### config.mk
export PLATFORM = sky130hd
export DESIGN_NAME = uart_rx_flat
export DESIGN_NICKNAME = d
export VERILOG_FILES = /design/src/rtl/uart_rx_if.sv /design/src/rtl/uart_rx.sv /design/src/flat_wrapper.sv
export SDC_FILE = /design/constraint.sdc
export NUM_CORES = 1
export LEC_CHECK = 0
export BUFFER_PORTS_ARGS = -buffer_cell sky130_fd_sc_hd__buf_2
export CORE_MARGIN = 2
export CORE_UTILIZATION = 35
export DETAILED_ROUTE_END_ITERATION = 16
export GPL_TIMING_DRIVEN = 1
export PLACE_DENSITY = 0.62
export SLEW_MARGIN = 20
export SYNTH_ARGS = -nofsm -noshare
export SYNTH_HDL_FRONTEND = slang
export SYNTH_SLANG_ARGS = --single-unit
### constraint.sdc
create_clock -name i_clk -period 4.2 [get_ports i_clk]
set_input_delay 0.21 -clock i_clk [delete_from_list [all_inputs] [get_ports i_clk]]
set_output_delay 0.21 -clock i_clk [all_outputs]
set_load 0.005 [all_outputs]
### src/rtl/uart_rx_if.sv
// uart_rx_if: receive-side bundle between uart_rx and the UART protocol engine
// Signals:
//   o_dat            - last correctly received byte
//   o_received_pulse - one-cycle strobe, o_dat valid in that cycle
//   o_frame_error    - one-cycle strobe, stop bit sampled low
//   o_busy           - receiver is inside a frame (FSM not idle)
// Modports: master = uart_rx (drives), slave = consumer (reads)
interface uart_rx_if;
    logic [7:0] o_dat;
    logic       o_received_pulse;
    logic       o_frame_error;
    logic       o_busy;
    modport master (output o_dat, output o_received_pulse, output o_frame_error, output o_busy);
    modport slave  (input  o_dat, input  o_received_pulse, input  o_frame_error, input  o_busy);
endinterface

### src/rtl/uart_rx.sv
// uart_rx: 8N1 UART receiver with 2-FF line synchroniser and centre sampling
// Parameters: SYS_FREQ (Hz), BAUDRATE (baud); TICKS = SYS_FREQ/BAUDRATE must be >= 8
// Ports:
//   i_clk   - system clock
//   i_reset - synchronous active-high reset
//   i_rx    - asynchronous serial line, idle high
//   bus     - uart_rx_if.master: o_dat, o_received_pulse, o_frame_error, o_busy
// Build option: define UART_RX_MAJORITY_EN to take each sample as the 3-cycle
// majority ending at the sample point instead of a single cycle.
module uart_rx #(
    parameter int SYS_FREQ = 25_000_000,
    parameter int BAUDRATE = 115200
) (
    input  logic        i_clk,
    input  logic        i_reset,
    input  logic        i_rx,
    uart_rx_if.master   bus
);
    localparam int TICKS = SYS_FREQ / BAUDRATE;
    localparam int HALF  = TICKS / 2;
    localparam int CW    = $clog2(TICKS);
    localparam logic [CW-1:0] C_HALF = CW'(HALF - 1);
    localparam logic [CW-1:0] C_END  = CW'(TICKS - 1);

    typedef enum logic [2:0] {IDLE, START, DATA, STOP, BREAK} state_t;

    state_t        state, state_n;
    logic [CW-1:0] cnt, cnt_n;
    logic [2:0]    idx, idx_n;
    logic [7:0]    shift, shift_n, dat_n;
    logic          pulse_n, fe_n;
    logic          rx_m, rx_s;
    logic          bit_s;
    logic          at_sample;

`ifdef UART_RX_MAJORITY_EN
    // last two synchronised values; together with rx_s they form the vote window
    logic [1:0] hist;
    always_ff @(posedge i_clk) begin
        if (i_reset)
            hist <= 2'b11;
        else
            hist <= {hist[0], rx_s};
    end
    assign bit_s = (hist[1] & hist[0]) | (hist[1] & rx_s) | (hist[0] & rx_s);
`else
    assign bit_s = rx_s;
`endif

    // start bit is checked half a bit in; data and stop bits a full bit apart
    assign at_sample = (state == START) ? (cnt == C_HALF) : (cnt == C_END);
    assign bus.o_busy = (state != IDLE);

    always_comb begin
        state_n = state;
        cnt_n   = cnt + 1'b1;
        idx_n   = idx;
        shift_n = shift;
        dat_n   = bus.o_dat;
        pulse_n = 1'b0;
        fe_n    = 1'b0;
        case (state)
            IDLE: begin
                cnt_n = '0;
                if (!rx_s)
                    state_n = START;
            end
            START: if (at_sample) begin
                cnt_n   = '0;
                idx_n   = '0;
                state_n = bit_s ? IDLE : DATA;
            end
            DATA: if (at_sample) begin
                cnt_n   = '0;
                shift_n = {bit_s, shift[7:1]};
                idx_n   = idx + 3'd1;
                state_n = (idx == 3'd7) ? STOP : DATA;
            end
            STOP: if (at_sample) begin
                cnt_n   = '0;
                dat_n   = bit_s ? shift : bus.o_dat;
                pulse_n = bit_s;
                fe_n    = !bit_s;
                state_n = bit_s ? IDLE : BREAK;
            end
            BREAK: begin
                // a held-low line must rise before another start can be seen
                cnt_n   = '0;
                state_n = rx_s ? IDLE : BREAK;
            end
            default: state_n = IDLE;
        endcase
    end

    always_ff @(posedge i_clk) begin
        if (i_reset) begin
            rx_m                 <= 1'b1;
            rx_s                 <= 1'b1;
            state                <= IDLE;
            cnt                  <= '0;
            idx                  <= '0;
            shift                <= '0;
            bus.o_dat            <= '0;
            bus.o_received_pulse <= 1'b0;
            bus.o_frame_error    <= 1'b0;
        end else begin
            rx_m                 <= i_rx;
            rx_s                 <= rx_m;
            state                <= state_n;
            cnt                  <= cnt_n;
            idx                  <= idx_n;
            shift                <= shift_n;
            bus.o_dat            <= dat_n;
            bus.o_received_pulse <= pulse_n;
            bus.o_frame_error    <= fe_n;
        end
    end
endmodule

### src/flat_wrapper.sv
// flat-port wrapper written by rule: the top's interface ports become plain ports
module uart_rx_flat 
#(
    parameter int SYS_FREQ = 25_000_000,
    parameter int BAUDRATE = 115200
)
  (i_clk, i_reset, i_rx, bus_o_dat, bus_o_received_pulse, bus_o_frame_error, bus_o_busy);
  uart_rx_if bus_i ();
  input  logic i_clk;
  input  logic i_reset;
  input  logic i_rx;
  output wire logic [$bits(bus_i.o_dat)-1:0] bus_o_dat;
  output wire logic [$bits(bus_i.o_received_pulse)-1:0] bus_o_received_pulse;
  output wire logic [$bits(bus_i.o_frame_error)-1:0] bus_o_frame_error;
  output wire logic [$bits(bus_i.o_busy)-1:0] bus_o_busy;
  assign bus_o_dat = bus_i.o_dat;
  assign bus_o_received_pulse = bus_i.o_received_pulse;
  assign bus_o_frame_error = bus_i.o_frame_error;
  assign bus_o_busy = bus_i.o_busy;
  uart_rx #(.SYS_FREQ(SYS_FREQ), .BAUDRATE(BAUDRATE)) u_core (.i_clk(i_clk), .i_reset(i_reset), .i_rx(i_rx), .bus(bus_i));
endmodule
==> run_results.csv <==
group,metric,value,unit
timing,period_share,51.5,%
logic_synthesis,yosysMostFrequentCell,"dfxtp_1",
clock_tree,clockBufferDepth,2,
clock_tree,cts_tree,"done",
logic_synthesis,yosys_warnings,0,
route,final_antenna_net_count,0,
pwr,power_density,431,nW/um^2
logic_synthesis,synth.area.mux_share,11.6,%
route,via_per_inst,5.14,
logic_synthesis,synth_compound_area_share,4.95,%
clock_tree,cts_made_buffers,5,
route,avgRoutedWirePerCell,12.4,um
final_layout,area_delta_synth_final,16.7,%
logic_synthesis,yosysTopAreaCell,"dfxtp_1",
global_routing,gr-total-overflow,0,
logic_synthesis,syn_inst,157,
final_layout,final_cells,221,
die,die_area,4720,um^2
clock_tree,insertion_delay,0.29,ns
flow_run,cap_violations,0,
clock_tree,cts_setup_buffers,0,
worst_setup_path,end_kind,"flop",
logic_synthesis,syn_area,1470,um^2
worst_setup_path,required,4.34,ns
die,num_io_pins,14,
hold_path,hold_depth,2,
clock_tree,cts_resized,0,
placement,gp_congestion,0.812,
logic_synthesis,ys_seq_elements,34,
die,core,4030,um^2
logic_synthesis,async_reset_ff_share,0,%
timing,worstMarginPinSlew,0.711,ns
hold_path,min_path_type,"input pin to flop",
clock_tree,hold_buffers,0,
timing,setup_viol,0,
clock_tree,h-tree-depth,2,
placement,post-place-ws,2.04,ns
clock_tree,clock-sinks,34,
worst_setup_path,path_class,"flop to flop",
route,dr_total_vias,1136,
timing,period_minus_slack,2.16,ns
logic_synthesis,syn_avg_cell_area,9.34,um^2
logic_synthesis,synthTopCellsByArea,"dfxtp_1, mux2i_1, nor2_1, nand3_1, ha_1",
logic_synthesis,synth-seq-area-share,46.4,%
route,drc,0,
route,drt_iter0_drc,50,
worst_setup_path,arrival,2.31,ns
global_routing,grt_first_pass_wirelength,4380,um
placement,dp_hpwl,1920,um
final_layout,final_nets,176,
worst_setup_path,crit_path_start_kind,"flop",
timing,fmax,462,MHz
final_layout,drive_gt1_share,16.4,%
logic_synthesis,synthAdderAreaFrac,2.56,%
timing,slew_headroom,52.2,%
worst_setup_path,worst_r2r_path_depth,4,
timing,setup-tns-final,0,ns
pwr,p_leak,0.621,nW
final_layout,fin_util,42.5,%
timing,fin_ws,2.04,ns
timing,hold_viol,0,
final_layout,n_antenna_cell,0,
worst_setup_path,worstPathMaxFanout,13,
route,wl,2740,um
timing,worst_clock_skew,0.00837,ns
global_routing,antenna_found_initial,0,
logic_synthesis,synth_top_cell_area_share,46.4,%
global_routing,grt_max_degree,32,
pwr,vdd_ir_drop_max,0.210,mV
logic_synthesis,synth_ff_type,"dfxtp_1",
logic_synthesis,synth_top_family_by_area,"simple AND/OR/NAND/NOR gates",
logic_synthesis,synth_edf_count,0,
clock_tree,cts_root_buf,"clkbuf_8",
logic_synthesis,synth-xor-area-share,3.58,%
die,die_h,68.7,um
logic_synthesis,syn-num-nets,163,
placement,numPlacedInstances,213,
die,start_util,36.4,%
outcome,status,"finished, final reports clean",
logic_synthesis,yosysUniqueCellTypes,34,
logic_synthesis,synthSimpleGateAreaFrac,28.1,%
global_routing,grt_use_total,12.7,%
logic_synthesis,synth_commonest_cells,"dfxtp_1, nor2_1, mux2i_1",
placement,port_buffers,13,
die,dieWidth,68.7,um
clock_tree,path_clk_slew,0.08,ns
final_layout,nFillCells,407,
timing,slew_violations,0,
die,row_count,23,
route,first_pass_iters,4,
timing,rsz0062_at_grt,"false",
global_routing,grt_pass1_vias,990,
## layout make-up
type,count,area (um^2),share of cell area [%]
clock buffers,5,68.8,4.02
clock inverters,3,68.8,4.02
inverters,2,7.51,0.439
multi-input cells,113,751,43.9
flip-flops and latches,34,681,39.8
well taps,50,62.6,3.65
repair buffers,14,72.6,4.24
## metrics by stage
stage                     cell area (um^2)  hold slack, ns  power (mW)
after floorplan                       1470           0.314       0.373
after global placement                1570           0.399       0.381
after detailed placement              1570           0.397       0.384
after CTS                             1710           0.101       0.746
after global routing                  1710           0.110       0.762
final                                 1710           0.106       0.737
## kinds of logic after synthesis
logic type | after synthesis
AOI/OAI and AO/OA | 11
xor gates and xnor gates | 6
adders and majority gates | 3
buffers and inverters | 10
DFF | 34
muxes | 17
and+or+nand+nor | 76
## worst max-delay path: stages, from the launching register on
cell and delay [ns]:
dfxtp_1 0.56, nand2b_1 0.17, or4_1 0.62, o211ai_1 0.54, nor2_1 0.13
## where the power goes
group	total [mW]	switching (mW)	leakage [nW]	internal [mW]
Sequential	0.342	0.0138	0.275	0.328
Combinational	0.0349	0.0205	0.278	0.0144
Clock	0.360	0.123	0.0683	0.238
Total	0.737	0.157	0.621	0.580
## layer usage
metal	share of wire [%]	GRT usage (%)	up-vias
li1	-	-	571
met1	48	15.8	534
met2	46	19.1	22
met4	3.2	9.56	0
met5	0	0	-
met3	3.1	2.92	9
## registers in the layout, indices dropped and copies added, names as in the netlist
signal and cells:
u_core.bus.o_frame_error 1, u_core.idx 3, u_core.bit_s 1, u_core.rx_m 1
u_core.shift 8, u_core.bus.o_received_pulse 1, u_core.bus.o_dat 8, u_core.cnt 8
u_core.state 3
## layout by cell type, fill, tap and decap left out, types with 2 or more instances in the layout
cell       instances
or3_1              2
ha_1               3
dfxtp_1           34
nor2_1            31
clkbuf_8           5
inv_1              2
nor3_1             2
nor3b_1            2
nand4_1            2
nand3_1            8
o211ai_1           2
xor2_1             4
mux2i_1           17
nand2_1            8
o21ai_0            2
nand3b_1           2
or2_2              2
nand2b_1           4
xnor2_1            2
bufinv_16          2
buf_2             13
a211oi_1           2
and3_1             3
a21oi_1            3
## path summary, 6_finish.rpt
path | end | slack [ns] | startpoint
setup / recovery | u_core.cnt[5]$_SDFF_PP0_ | 2.04 | u_core.state[0]$_SDFFE_PP0P_
hold / removal | u_core.rx_m$_SDFF_PP1_ | 0.11 | i_rx
hold reg to reg | u_core.bit_s$_SDFF_PP1_ | 0.41 | u_core.rx_m$_SDFF_PP1_
setup reg to reg | u_core.cnt[5]$_SDFF_PP0_ | 2.04 | u_core.state[0]$_SDFFE_PP0P_
No activity file was read; power rests on OpenSTA's default activity.
